**src/rtl/wb_commit_stage.sv**
```systemverilog
`default_nettype none
// ============================================================================
//  Module      : wb_commit_stage
//  Description : Writeback/commit stage. Completed instructions from MEM are
//                held in a DEPTH-entry circular buffer and retired in program
//                order, one per cycle. Retirement drives the GPR, CSR,
//                exception and trace ports and advances the retired-instruction
//                counter. An exception or ertn at the head flushes the buffer.
//  Revision    : 1.0 - initial release
// ============================================================================
module wb_commit_stage #(
    parameter int                   DEPTH     = 2,
    parameter int                   EXC_NUM   = 6,
    parameter logic [6*EXC_NUM-1:0] ECODE_TAB = {6'h09, 6'h0c, 6'h0b, 6'h0d, 6'h08, 6'h00},
    parameter logic [9*EXC_NUM-1:0] ESUB_TAB  = '0
) (
    input  logic                     clk,
    input  logic                     reset,

    // MEM -> WB handshake and payload
    input  logic                     ms_to_ws_valid,
    output logic                     ws_allowin,
    input  logic [31:0]              ms_pc,
    input  logic [31:0]              ms_result,
    input  logic                     ms_gr_we,
    input  logic [4:0]               ms_dest,
    input  logic [EXC_NUM-1:0]       ms_exc_flgs,
    input  logic                     ms_csr_we,
    input  logic [13:0]              ms_csr_wnum,
    input  logic [31:0]              ms_csr_wmask,
    input  logic [31:0]              ms_csr_wdata,
    input  logic                     ms_ertn,

    // Retirement hold
    input  logic                     commit_stall,

    // GPR write port
    output logic                     rf_we,
    output logic [4:0]               rf_waddr,
    output logic [31:0]              rf_wdata,

    // CSR write port
    output logic                     csr_we,
    output logic [13:0]              csr_wnum,
    output logic [31:0]              csr_wmask,
    output logic [31:0]              csr_wval,

    // Exception / ertn reporting
    output logic                     wb_exc,
    output logic [5:0]               wb_ecode,
    output logic [8:0]               wb_esubcode,
    output logic [31:0]              wb_pc,
    output logic [31:0]              wb_badvaddr,
    output logic                     ertn_flush,

    // Hazard hints for earlier stages
    output logic                     ws_csr_blk_we,
    output logic                     ws_csr_blk_ertn,

    // Status
    output logic [$clog2(DEPTH):0]   ws_count,
    output logic [63:0]              instret,

    // Trace port
    output logic [31:0]              debug_wb_pc,
    output logic [3:0]               debug_wb_rf_wen,
    output logic [4:0]               debug_wb_rf_wnum,
    output logic [31:0]              debug_wb_rf_wdata
);

    localparam int c_PTR_W = (DEPTH > 1) ? $clog2(DEPTH) : 1;
    localparam int c_CNT_W = c_PTR_W + 1;

    typedef struct packed {
        logic [31:0]        pc;
        logic [31:0]        result;
        logic               gr_we;
        logic [4:0]         dest;
        logic [EXC_NUM-1:0] exc_flgs;
        logic               csr_we;
        logic [13:0]        csr_wnum;
        logic [31:0]        csr_wmask;
        logic [31:0]        csr_wdata;
        logic               ertn;
    } entry_t;

    // Buffer storage and pointers
    entry_t               r_buf [DEPTH];
    logic [c_PTR_W-1:0]   r_head;
    logic [c_PTR_W-1:0]   r_tail;
    logic [c_CNT_W-1:0]   r_count;
    logic [63:0]          r_instret;

    entry_t               w_in;
    entry_t               w_head;
    logic                 w_commit;
    logic                 w_allowin;
    logic                 w_enq;
    logic                 w_exc;
    logic                 w_rf_we;
    logic                 w_csr_we;
    logic                 w_ertn;
    logic                 w_flush;
    logic [5:0]           w_ecode;
    logic [8:0]           w_esub;
    logic                 w_blk_we;
    logic                 w_blk_ertn;

    // Pack the incoming MEM bus into one buffer entry
    always_comb begin
        w_in           = '0;
        w_in.pc        = ms_pc;
        w_in.result    = ms_result;
        w_in.gr_we     = ms_gr_we;
        w_in.dest      = ms_dest;
        w_in.exc_flgs  = ms_exc_flgs;
        w_in.csr_we    = ms_csr_we;
        w_in.csr_wnum  = ms_csr_wnum;
        w_in.csr_wmask = ms_csr_wmask;
        w_in.csr_wdata = ms_csr_wdata;
        w_in.ertn      = ms_ertn;
    end

    // Retire-side control: head selection, commit/exception/flush decode
    always_comb begin
        w_head    = r_buf[r_head];
        // Reset suppresses retirement so a mid-run reset leaves no retire pulse
        w_commit  = (r_count != '0) & ~commit_stall & ~reset;
        // A retire in the same cycle frees a slot of a full buffer
        w_allowin = (r_count < c_CNT_W'(DEPTH)) | w_commit;
        w_exc     = w_commit & (|w_head.exc_flgs);
        w_rf_we   = w_commit & w_head.gr_we  & ~w_exc;
        w_csr_we  = w_commit & w_head.csr_we & ~w_exc;
        // Exception takes priority over ertn on the same entry
        w_ertn    = w_commit & w_head.ertn   & ~w_exc;
        w_flush   = w_exc | w_ertn;
        // MEM is flushed alongside us, so its same-cycle offer is dropped
        w_enq     = ms_to_ws_valid & w_allowin & ~w_flush;
    end

    // Lowest-index set exception flag selects ecode/esubcode
    always_comb begin
        w_ecode = '0;
        w_esub  = '0;
        for (int i = EXC_NUM - 1; i >= 0; i--) begin
            if (w_head.exc_flgs[i]) begin
                w_ecode = ECODE_TAB[6*i +: 6];
                w_esub  = ESUB_TAB[9*i +: 9];
            end
        end
    end

    // OR csr_we / ertn across every occupied slot (offset from head < count)
    always_comb begin
        w_blk_we   = 1'b0;
        w_blk_ertn = 1'b0;
        for (int i = 0; i < DEPTH; i++) begin
            if ({1'b0, c_PTR_W'(c_PTR_W'(i) - r_head)} < r_count) begin
                w_blk_we   = w_blk_we   | r_buf[i].csr_we;
                w_blk_ertn = w_blk_ertn | r_buf[i].ertn;
            end
        end
    end

    // Payload write at the tail; payload is intentionally not reset
    always_ff @(posedge clk) begin
        if (w_enq) begin
            r_buf[r_tail] <= w_in;
        end
    end

    // Pointer and occupancy bookkeeping
    always_ff @(posedge clk) begin
        if (reset) begin
            r_head  <= '0;
            r_tail  <= '0;
            r_count <= '0;
        end else if (w_flush) begin
            r_head  <= r_tail;
            r_count <= '0;
        end else begin
            if (w_enq) begin
                r_tail <= r_tail + c_PTR_W'(1);
            end
            if (w_commit) begin
                r_head <= r_head + c_PTR_W'(1);
            end
            case ({w_enq, w_commit})
                2'b10:   r_count <= r_count + c_CNT_W'(1);
                2'b01:   r_count <= r_count - c_CNT_W'(1);
                default: r_count <= r_count;
            endcase
        end
    end

    // Retired-instruction counter; ertn counts, excepting instructions do not
    always_ff @(posedge clk) begin
        if (reset) begin
            r_instret <= '0;
        end else if (w_commit & ~w_exc) begin
            r_instret <= r_instret + 64'd1;
        end
    end

    // Retire-group outputs are zero whenever nothing commits
    always_comb begin
        ws_allowin        = w_allowin;
        rf_we             = w_rf_we;
        rf_waddr          = w_commit ? w_head.dest      : 5'd0;
        rf_wdata          = w_commit ? w_head.result    : 32'd0;
        csr_we            = w_csr_we;
        csr_wnum          = w_commit ? w_head.csr_wnum  : 14'd0;
        csr_wmask         = w_commit ? w_head.csr_wmask : 32'd0;
        csr_wval          = w_commit ? w_head.csr_wdata : 32'd0;
        wb_exc            = w_exc;
        wb_ecode          = w_commit ? w_ecode          : 6'd0;
        wb_esubcode       = w_commit ? w_esub           : 9'd0;
        wb_pc             = w_commit ? w_head.pc        : 32'd0;
        wb_badvaddr       = w_commit ? w_head.result    : 32'd0;
        ertn_flush        = w_ertn;
        ws_csr_blk_we     = w_blk_we;
        ws_csr_blk_ertn   = w_blk_ertn;
        ws_count          = r_count;
        instret           = r_instret;
        debug_wb_pc       = w_commit ? w_head.pc        : 32'd0;
        debug_wb_rf_wen   = {4{w_rf_we}};
        debug_wb_rf_wnum  = w_commit ? w_head.dest      : 5'd0;
        debug_wb_rf_wdata = w_commit ? w_head.result    : 32'd0;
    end

endmodule
`default_nettype wire
```
**config.mk**
```make
export PLATFORM = sky130hd
export DESIGN_NAME = wb_commit_stage
export DESIGN_NICKNAME = d
export VERILOG_FILES = /design/src/rtl/wb_commit_stage.sv
export SDC_FILE = /design/constraint.sdc
export NUM_CORES = 1
export LEC_CHECK = 0
export CORE_ASPECT_RATIO = 0.5
export CORE_MARGIN = 4
export CORE_UTILIZATION = 30
export CTS_CLUSTER_SIZE = 24
export DETAILED_ROUTE_END_ITERATION = 16
export PLACE_DENSITY = 0.54
export SLEW_MARGIN = 40
export SYNTH_ARGS = -nofsm -noshare
export SYNTH_HDL_FRONTEND = slang
export SYNTH_SLANG_ARGS = --single-unit
```
**constraint.sdc**
```tcl
create_clock -name clk -period 15.2 [get_ports clk]
set_clock_uncertainty 0.15 [all_clocks]
set_input_delay 3.04 -clock clk [delete_from_list [all_inputs] [get_ports clk]]
set_output_delay 3.04 -clock clk [all_outputs]
set_load 0.02 [all_outputs]
```
==> results of run 1 <==
-- worst min path at each step --
| stage | start | to | slack (ns) | depth (start not counted) |
|---|---|---|---|---|
| after detailed placement | instret[25] | instret[25] | 0.35 | 2 |
| after floorplan | instret[59] | instret[59] | 0.40 | 2 |
| after global routing | instret[54] | instret[54] | 0.38 | 2 |
| after global placement | instret[21] | instret[21] | 0.34 | 2 |
| final | instret[25] | instret[25] | 0.36 | 2 |
| after CTS | instret[27] | instret[27] | 0.36 | 2 |
-- power by group through the flow --
| stage | registers, mW | logic [mW] | clock network (mW) |
|---|---|---|---|
| floorplan | 1.39 | 0.379 | 0 |
| global placement | 1.36 | 0.658 | 0 |
| detailed placement | 1.36 | 0.671 | 0 |
| CTS | 1.34 | 0.672 | 0.946 |
| global route | 1.35 | 0.702 | 0.991 |
| finish | 1.34 | 0.658 | 0.911 |
-- layer usage --
metal / vias up / share of wire [%]
met2: 154 / 56
met1: 5423 / 39
met4: 0 / 2.6
met5: - / 0
met3: 70 / 2.8
li1: 5188 / -
-- sequential cells by signal (all words and copies together), names as in the netlist, named ones only --
name,cells
r_buf,312
r_tail,1
r_head,1
ws_count,2
instret,64
-- worst reg2reg max path, stage by stage (launching register included) --
cell and delay, ns:
dfxtp_4 0.69, buf_12 0.32, nor4b_1 0.37, o22a_1 0.20, buf_4 0.26, and3_1 0.27, o211ai_1 0.27, nor2_4 0.20
buf_12 0.36, buf_16 0.50
-- kinds of logic (layout without fill, tap and decap cells) --
logic type                 after synthesis  count (layout)  synth area share (%)
DFF                                    381             381                  66.5
and+or+nand+nor                        369             369                  11.4
buffers and inverters                  183             578                  7.01
muxes                                  160             160                  9.94
AOI/OAI and AO/OA                      108             108                  4.06
xor gates and xnor gates                18              18                 0.975
adders and majority gates                2               2                 0.155
other                                    1              18                0.0232
-- final cells by class --
cell class | count | area [µm²]
diodes | 7 | 17.5
clock buffers | 50 | 1030
flip-flops and latches | 381 | 10800
fillers | 4869 | 30300
multi-input cells | 668 | 4350
repair buffers | 500 | 5100
clock inverters | 18 | 144
well taps | 701 | 877
inverters | 10 | 37.5
-- synthesized netlist by cell type, types with 11 or more instances --
cell / count
clkbuf_1: 47
dfxtp_1: 69
nand3_1: 23
nand2_1: 29
mux2i_1: 156
a21oi_1: 50
edfxtp_1: 312
nor2_1: 188
nor4_1: 11
buf_4: 118
or3_1: 19
or4_1: 32
nand4_1: 26
o31ai_1: 27
o21ai_0: 17
-- metrics by stage --
stage / cells / cell area, µm² / power [mW] / hold WS, ns
5_1_grt: 2334 / 22300 / 3.04 / 0.376
3_5_place_dp: 2260 / 21100 / 2.03 / 0.347
2_1_floorplan: 1232 / 16200 / 1.77 / 0.403
6_report: 2335 / 22300 / 2.91 / 0.355
4_1_cts: 2328 / 22300 / 2.96 / 0.359
3_3_place_gp: 2255 / 21000 / 2.02 / 0.337
==> metrics.md, run 1 <==
| Metric | Value |
|---|---|
| Final period utilization | 61.1% |
| Final net count | 1761 |
| Synth warnings | 0 |
| Slew margin rel. | 45.9% |
| MaxCap Viol Count | 0 |
| #FFs+latches synth | 381 |
| Outcome | complete, no violations |
| Htree depth | 2 |
| Commonest non-fill, non-tap cell in the layout | clkdlybuf4s50_1 |
| Startpoint Class | input port |
| TNS Setup | 0 ns |
| Final wirelength | 48.3 mm |
| Max Fclk | 0.108 GHz |
| Reg power frac | 46.0% |
| Critical path's top delay family | buffers and inverters |
| VDD IR max | 0.0774 mV |
| Total setup buffers inserted after CTS | 0 |
| FFs w/ async S/R, synth | 0% |
| Critical path class | input port to output pin |
| Bufs and invs on worst path | 4 |
| Post-CTS Hold Buffers | 0 |
| Worst EP arrival | 6.10 ns |
| Gate power share | 22.6% |
| Critical Path RT | 12.01 ns |
| Met3 usage | 2.34% |
| Largest net degree at the start of global routing | 90 |
| Slowest library cell on the worst path | buf_4 |
| Final GP Congestion | 0.761 |
| Leading area contributor after synthesis | edfxtp_1 |
| Placement Setup Slack | 5.90 ns |
| Hold Path Class | flip-flop to flip-flop |
| Die ar. | 0.0579 mm² |
| Met1 Use GR | 17.9% |
| Crit end category | output pin |
| IO buf count | 488 |
| Congestion Overflow GR | 0 |
| Ys flop type | edfxtp_1 |
| Core Region | 0.0526 mm² |
| Flop-to-flop setup slack | 11.17 ns |
| Initial antenna violation count | 6 |
| Synth area leaders | edfxtp_1 (58%), mux2i_1 (9.7%), dfxtp_1 (8.5%) |
| Pint | 2.08 mW |
| Detailed Routing Iterations Pass 1 | 5 |
| Via density | 4.64 |
| Total track usage | 15.7% |
| Mapped Cells | 1222 |
| RSZ-0062 raised after global routing | false |
| P&R area growth vs syn | 38.0% |
| # setup viols final | 0 |
| Drt drc | 0 |
| Clock Latency Late Sink | 0.53 ns |
| Commonest cells after routing, fill and taps aside | clkdlybuf4s50_1 (487), edfxtp_1 (312), nor2_1 (186), mux2i_1 (156), dfxtp_1 (68) |
| Cell Chain, Critical Path | buf_2, buf_4, or2_4, or2_4, buf_4, nor2_1, clkdlybuf4s50_1 |
| Post-DR wirelength/cell | 20.7 µm |
| Tmin final | 9.29 ns |
| Clock-pin transition on the worst setup and hold timing paths | 0.06 ns |
| Mapped Area | 0.0162 mm² |
| Met2 usage | 30.1% |
| Pwr/cell area | 130 mW/mm² |
| Slowest Stage Delay on Critical Path | 0.68 ns |
| DP HPWL | 34.4 mm |
| Sw power | 0.830 mW |
| Worst setup margin | 5.91 ns |
| Slew Limit Fails | 0 |
| Net Sw Frac | 28.6% |
| Critical Path End | wb_badvaddr[11] |
| Slew @ Worst Pin | 0.811 ns |
| Initial cell density of the core | 30.7% |
| Unique cell type count in the Yosys netlist | 45 |
| Crit. path cell count | 7 |
| First-pass GRT wire length | 68.2 mm |
| Sink Count | 381 |
| P_leak | 6.88 nW |
| CTS root buf | clkbuf_16 |
| CTS tree | built |
| Die Wd | 336 µm |
| CTS Buf Count | 38 |
| Site Rows | 59 |
| Crit. Startpoint | reset |
| Post-layout util | 42.4% |
| Top-area cell type share of the netlist area | 57.9% |
| Number of DRC markers in iteration 0 | 650 |
| Post-synth EDFFs | 312 |
| Maximum buffer depth of the clock tree | 3 |
| Power share of the clock group | 31.3% |
| DIE HEIGHT | 172 µm |
| Avg Cell Area, Syn | 13.2 µm² |
| Gr busiest metal | met2 |
| Vias in the first global route | 10600 |
| Top-Level Pins | 500 |
| Reg2reg end | r_buf[1][17] |
| Seq/Total Area, Yosys | 66.5% |
| Share of layout cells above drive strength 1 | 5.29% |
| Worst-path fanout max | 71 |
| R2r worst-path depth | 9 |
| Final hold vios | 0 |
| DR vias | 10800 |
| Final ANT Viol Nets | 0 |
| Post_cts resized | 0 |
(Power assumes the default switching activity.)
==> run 2, diff against run 1 <==
==> constraint.sdc (replaced) <==
create_clock -name clk -period 9.75 [get_ports clk]
set_clock_uncertainty 0.15 [all_clocks]
set_input_delay 1.95 -clock clk [delete_from_list [all_inputs] [get_ports clk]]
set_output_delay 1.95 -clock clk [all_outputs]
set_load 0.02 [all_outputs]
==> metrics.md, run 2 (synthesis gave the netlist of run 1 again) <==
| Metric | Value |
|---|---|
| Die ar. | 0.0579 mm² (unchanged) |
| Top reg by flops | r_buf |
| Site Rows | 59 (unchanged) |
| P_leak | 6.89 nW (+0.18%) |
| Sink Count | 381 (unchanged) |
| VDD IR max | 0.127 mV (+65%) |
| Worst-path fanout max | 70 (-1.4%) |
| # setup viols final | 0 (unchanged) |
| Hold Path Class | flip-flop to flip-flop |
| Sw power | 1.32 mW (+59%) |
| Total setup buffers inserted after CTS | 0 (unchanged) |
| Startpoint Class | input port |
| Clock Latency Late Sink | 0.54 ns (about the same) |
| Net Sw Frac | 28.9% (+0.33 points) |
| IO buf count | 488 (unchanged) |
| Final net count | 1761 (unchanged) |
| Drt drc | 0 (unchanged) |
| Reg power frac | 45.5% (-0.5 points) |
| Post-DR wirelength/cell | 20.8 µm (+0.60%) |
| RSZ-0062 raised after global routing | false |
| Post-CTS Hold Buffers | 0 (unchanged) |
| Core Region | 0.0526 mm² (unchanged) |
| Die Wd | 336 µm (unchanged) |
| Final ANT Viol Nets | 0 (unchanged) |
| Critical path class | input port to output pin |
| Tmin final | 6.63 ns |
| Crit end category | output pin |
| P&R area growth vs syn | 38.2% |
| DP HPWL | 34.3 mm (-0.47%) |
| First-pass GRT wire length | 69.5 mm (+1.9%) |
| Max reg flops | 312 (unchanged) |
| TNS Setup | 0 ns (unchanged) |
| Final GP Congestion | 0.765 (+0.51%) |
| Initial antenna violation count | 8 (+2) |
| Critical Path RT | 7.65 ns (-4.36 ns) |
| Total track usage | 15.9% (+0.18 points) |
| Initial cell density of the core | 30.7% (unchanged) |
| Commonest cells after routing, fill and taps aside | clkdlybuf4s50_1 (487), edfxtp_1 (312), nor2_1 (186), mux2i_1 (156), dfxtp_1 (68) |
| Pwr/cell area | 205 mW/mm² (+57%) |
| Worst EP arrival | 4.53 ns (-1.57 ns) |
| Share of layout cells above drive strength 1 | 5.34% (+0.055 points) |
| Commonest non-fill, non-tap cell in the layout | clkdlybuf4s50_1 |
| CTS Buf Count | 39 (+2.6%) |
| Slew @ Worst Pin | 0.815 ns (+0.00329 ns) |
| Final wirelength | 48.7 mm (+0.73%) |
| MaxCap Viol Count | 0 (unchanged) |
| Post-layout util | 42.4% (+0.064 points) |
| Vias in the first global route | 10800 (+2.4%) |
| Congestion Overflow GR | 0 (unchanged) |
| Gate power share | 22.4% (-0.2 points) |
| Slew Limit Fails | 0 (unchanged) |
| Final period utilization | 68.0% |
| Max Fclk | 0.151 GHz |
| Power share of the clock group | 32.1% (+0.8 points) |
| Via density | 4.66 (+0.34%) |
| Post_cts resized | 0 (unchanged) |
| R2r worst-path depth | 8 (-1) |
| Hold Path Depth | 2 (unchanged) |
| Clock-pin transition on the worst setup and hold timing paths | 0.06 ns (about the same) |
| Overall power | 4.58 mW (+57%) |
| Htree depth | 2 (unchanged) |
| Largest net degree at the start of global routing | 109 (+21%) |
| Fillcell total | 4944 (+1.5%) |
| Number of DRC markers in iteration 0 | 643 (-1.1%) |
| Pint | 3.25 mW (+57%) |
| Final hold vios | 0 (unchanged) |
| CTS tree | built |
| DR vias | 10900 (+0.47%) |
| Slew margin rel. | 45.7% (-0.22 points) |
| Top-Level Pins | 500 (unchanged) |
| Detailed Routing Iterations Pass 1 | 5 (unchanged) |
| Outcome | complete, no violations |
| DIE HEIGHT | 172 µm (unchanged) |
| CTS root buf | clkbuf_16 |
| Maximum buffer depth of the clock tree | 3 (unchanged) |
## run 2: cell count changes in the layout (fill, tap and decap cells not counted), moves of 2 or more
| cell | previous run | this run |
|---|---|---|
| buf_12 | 4 | 6 |
| buf_16 | 4 | 2 |
| clkbuf_1 | 10 | 8 |
| clkinv_1 | 4 | 6 |
| clkinv_2 | 9 | 7 |
| clkinv_8 | 0 | 2 |
## run 2: final timing paths
kind | end | slack, ns | from
worst max-delay path | rf_wdata[0] | 3.12 | commit_stall
worst max register to register | r_buf[0][21] | 6.00 | flip-flop
worst min-delay path | instret[61] | 0.36 | instret[61]
worst min register to register | instret[61] | 0.36 | instret[61]
## run 2: critical path, stage by stage
cell             delay [ns]
clkdlybuf4s50_1        0.39
or2_4                  0.28
or2_4                  0.44
buf_12                 0.26
nor2_1                 0.43
clkdlybuf4s50_1        0.71
## run 2: cell type report
type | count | area, µm² | share of cell area, %
repair buffers | 499 | 5080 | 22.7
multi-input cells | 668 | 4350 | 19.5
clock inverters | 23 | 199 | 0.890
flip-flops and latches | 381 | 10800 | 48.1
well taps | 701 | 877 | 3.93
inverters | 10 | 37.5 | 0.168
clock buffers | 48 | 1030 | 4.61
diodes | 8 | 20.0 | 0.0896
## run 2: per-stage QoR
step	cell area, µm²	worst slack [ns]	hold WS, ns	cells
6_report	22300	3.12	0.357	2338
4_1_cts	22300	3.17	0.353	2330
3_5_place_dp	21100	3.17	0.338	2259
5_1_grt	22300	3.09	0.391	2338
3_3_place_gp	21000	2.97	0.336	2255
2_1_floorplan	16200	-0.172	0.403	1232
## run 2: power by group through the flow
stage	clock network, mW	registers (mW)	logic [mW]
after floorplan	0	2.17	0.590
after global placement	0	2.12	1.02
after detailed placement	0	2.12	1.04
after CTS	1.52	2.08	1.05
after global routing	1.59	2.10	1.09
final	1.47	2.08	1.03
## run 2: routing by layer
layer | global-route usage, % | wire, µm
met4 | 5.31 | 1210
met5 | 0 | 0
met2 | 30.2 | 27000
met3 | 2.33 | 1370
met1 | 18.4 | 19100
==> run 3, diff against run 2 <==
--- a/config.mk
+++ b/config.mk
@@ -10,7 +10,7 @@
 export CORE_UTILIZATION = 30
 export CTS_CLUSTER_SIZE = 24
 export DETAILED_ROUTE_END_ITERATION = 16
-export PLACE_DENSITY = 0.54
+export PLACE_DENSITY = 0.56
 export SLEW_MARGIN = 40
 export SYNTH_ARGS = -nofsm -noshare
 export SYNTH_HDL_FRONTEND = slang
==> constraint.sdc (replaced) <==
create_clock -name clk -period 5.7 [get_ports clk]
set_clock_uncertainty 0.15 [all_clocks]
set_input_delay 1.14 -clock clk [delete_from_list [all_inputs] [get_ports clk]]
set_output_delay 1.14 -clock clk [all_outputs]
set_load 0.02 [all_outputs]
==> metrics.md, run 3 (synthesis gave the netlist of run 1 again) <==
| Metric | Value |
|---|---|
| Via density | 4.63 (-0.47%) |
| Drt drc | 0 (unchanged) |
| Detailed Routing Iterations Pass 1 | 5 (unchanged) |
| Maximum buffer depth of the clock tree | 3 (unchanged) |
| Clock Latency Late Sink | 0.53 ns (about the same) |
| Initial antenna violation count | 1 (-7) |
| Largest net degree at the start of global routing | 116 (+6.4%) |
| Post-DR wirelength/cell | 20.1 µm (-3.5%) |
| Critical Path RT | 4.41 ns (-3.24 ns) |
| Worst-path fanout max | 115 (+64%) |
| Tmin final | 4.90 ns |
| Sink Count | 381 (unchanged) |
| DIE HEIGHT | 172 µm (unchanged) |
| Post-CTS Hold Buffers | 0 (unchanged) |
| Die Wd | 336 µm (unchanged) |
| Number of DRC markers in iteration 0 | 521 (-19%) |
| Hold_ws | 0.349 ns (-0.00810 ns) |
| Post_cts resized | 0 (unchanged) |
| Final period utilization | 85.9% |
| Htree depth | 2 (unchanged) |
| Fillcell total | 4884 (-1.2%) |
| Final net count | 1762 (+0.057%) |
| DP HPWL | 32.8 mm (-4.1%) |
| # setup viols final | 0 (unchanged) |
| Final wirelength | 46.8 mm (-3.8%) |
| Final hold vios | 0 (unchanged) |
| Congestion Overflow GR | 0 (unchanged) |
| IO buf count | 488 (unchanged) |
| RSZ-0062 raised after global routing | false |
| Footprint of the multi-input gates | 0.00434 mm² (-0.14%) |
| Slew margin rel. | 42.8% (-2.9 points) |
| Startpoint Class | input port |
| Crit end category | output pin |
| CTS Buf Count | 39 (unchanged) |
| Top-Level Pins | 500 (unchanged) |
| Crit. Startpoint | commit_stall |
| Clock-pin transition on the worst setup and hold timing paths | 0.06 ns (about the same) |
| CTS root buf | clkbuf_16 |
| P&R area growth vs syn | 37.5% |
| Placement Setup Slack | 0.814 ns (-2.36 ns) |
| Total track usage | 15.3% (-0.58 points) |
| Slew @ Worst Pin | 0.858 ns (+0.0433 ns) |
| Initial cell density of the core | 30.7% (unchanged) |
| CTS tree | built |
| Top reg by flops | r_buf |
| DR vias | 10800 (-0.81%) |
| Die ar. | 0.0579 mm² (unchanged) |
| Hold Path Class | flip-flop to flip-flop |
| Site Rows | 59 (unchanged) |
| Worst setup margin | 0.805 ns (-2.31 ns) |
| Max Fclk | 0.204 GHz |
| Slew Limit Fails | 0 (unchanged) |
| FF+latch area | 0.0108 mm² (unchanged) |
| Post-layout util | 42.2% (-0.20 points) |
| Core Region | 0.0526 mm² (unchanged) |
| Critical path class | input port to output pin |
| Final ANT Viol Nets | 0 (unchanged) |
| First-pass GRT wire length | 66.7 mm (-3.9%) |
| Hold_sp | instret[50] |
| Total setup buffers inserted after CTS | 0 (unchanged) |
| P_leak | 6.86 nW (-0.38%) |
| Vias in the first global route | 10500 (-2.6%) |
| Outcome | complete, no violations |
| Share of layout cells above drive strength 1 | 4.98% (-0.37 points) |
| Max reg flops | 312 (unchanged) |
| Commonest non-fill, non-tap cell in the layout | clkdlybuf4s50_1 |
| Commonest cells after routing, fill and taps aside | clkdlybuf4s50_1 (487), edfxtp_1 (312), nor2_1 (186), mux2i_1 (156), dfxtp_1 (68) |
| Pwr/cell area | 346 mW/mm² (+69%) |
| VDD IR max | 0.152 mV (+19%) |
| Final GP Congestion | 0.763 (-0.31%) |
| MaxCap Viol Count | 0 (unchanged) |
| Worst EP arrival | 3.61 ns (-0.92 ns) |
[run 3: changes by cell type in the layout (fill, tap and decap cells not counted), sizes merged]
cell	before	now
inv	12	11
clkbuf	48	55
buf	12	13
clkinvlp	3	0
clkinv	16	11
diode	8	1
[run 3: report_power, final]
group	leakage, nW	switching, mW	total (mW)	internal, mW
Clock	0.575	1.03	2.40	1.37
Sequential	3.47	0.0956	3.56	3.46
Combinational	2.82	1.03	1.74	0.704
[run 3: final timing paths]
check	slack [ns]	cells past startpoint	to
worst max register to register	2.21	7	r_buf[1][10]
worst min-delay path	0.35	2	instret[50]
worst max-delay path	0.80	6	wb_badvaddr[1]
worst min register to register	0.35	2	instret[50]
[run 3: per-layer routing]
layer | wire, µm | up-vias | track usage, %
met5 | 0 | - | 0
met4 | 1480 | 0 | 5.10
met3 | 1370 | 77 | 2.49
met2 | 26700 | 163 | 30.3
met1 | 17300 | 5369 | 16.6
li1 | - | 5189 | -
[run 3: critical path, cell delays in order]
cell             delay, ns
clkdlybuf4s50_1       0.40
or2_4                 0.29
or2_4                 0.29
buf_12                0.21
nor2_1                0.45
clkdlybuf4s50_1       0.69
[run 3: cell type report]
cell class / instances / area share, %
multi-input cells: 668 / 19.5
diodes: 1 / 0.0113
flip-flops and latches: 381 / 48.4
clock buffers: 55 / 4.71
clock inverters: 14 / 0.551
well taps: 701 / 3.94
repair buffers: 500 / 22.7
inverters: 10 / 0.169
[run 3: per-stage QoR]
step                      area, µm²  cells  power (mW)  setup TNS (ns)
after global routing          22200   2330        8.05               0
after CTS                     22200   2329        7.83               0
after detailed placement      21100   2260        5.39               0
after floorplan               16200   1232        4.67         -249.04
after global placement        21000   2259        5.37               0
final                         22200   2330        7.70               0
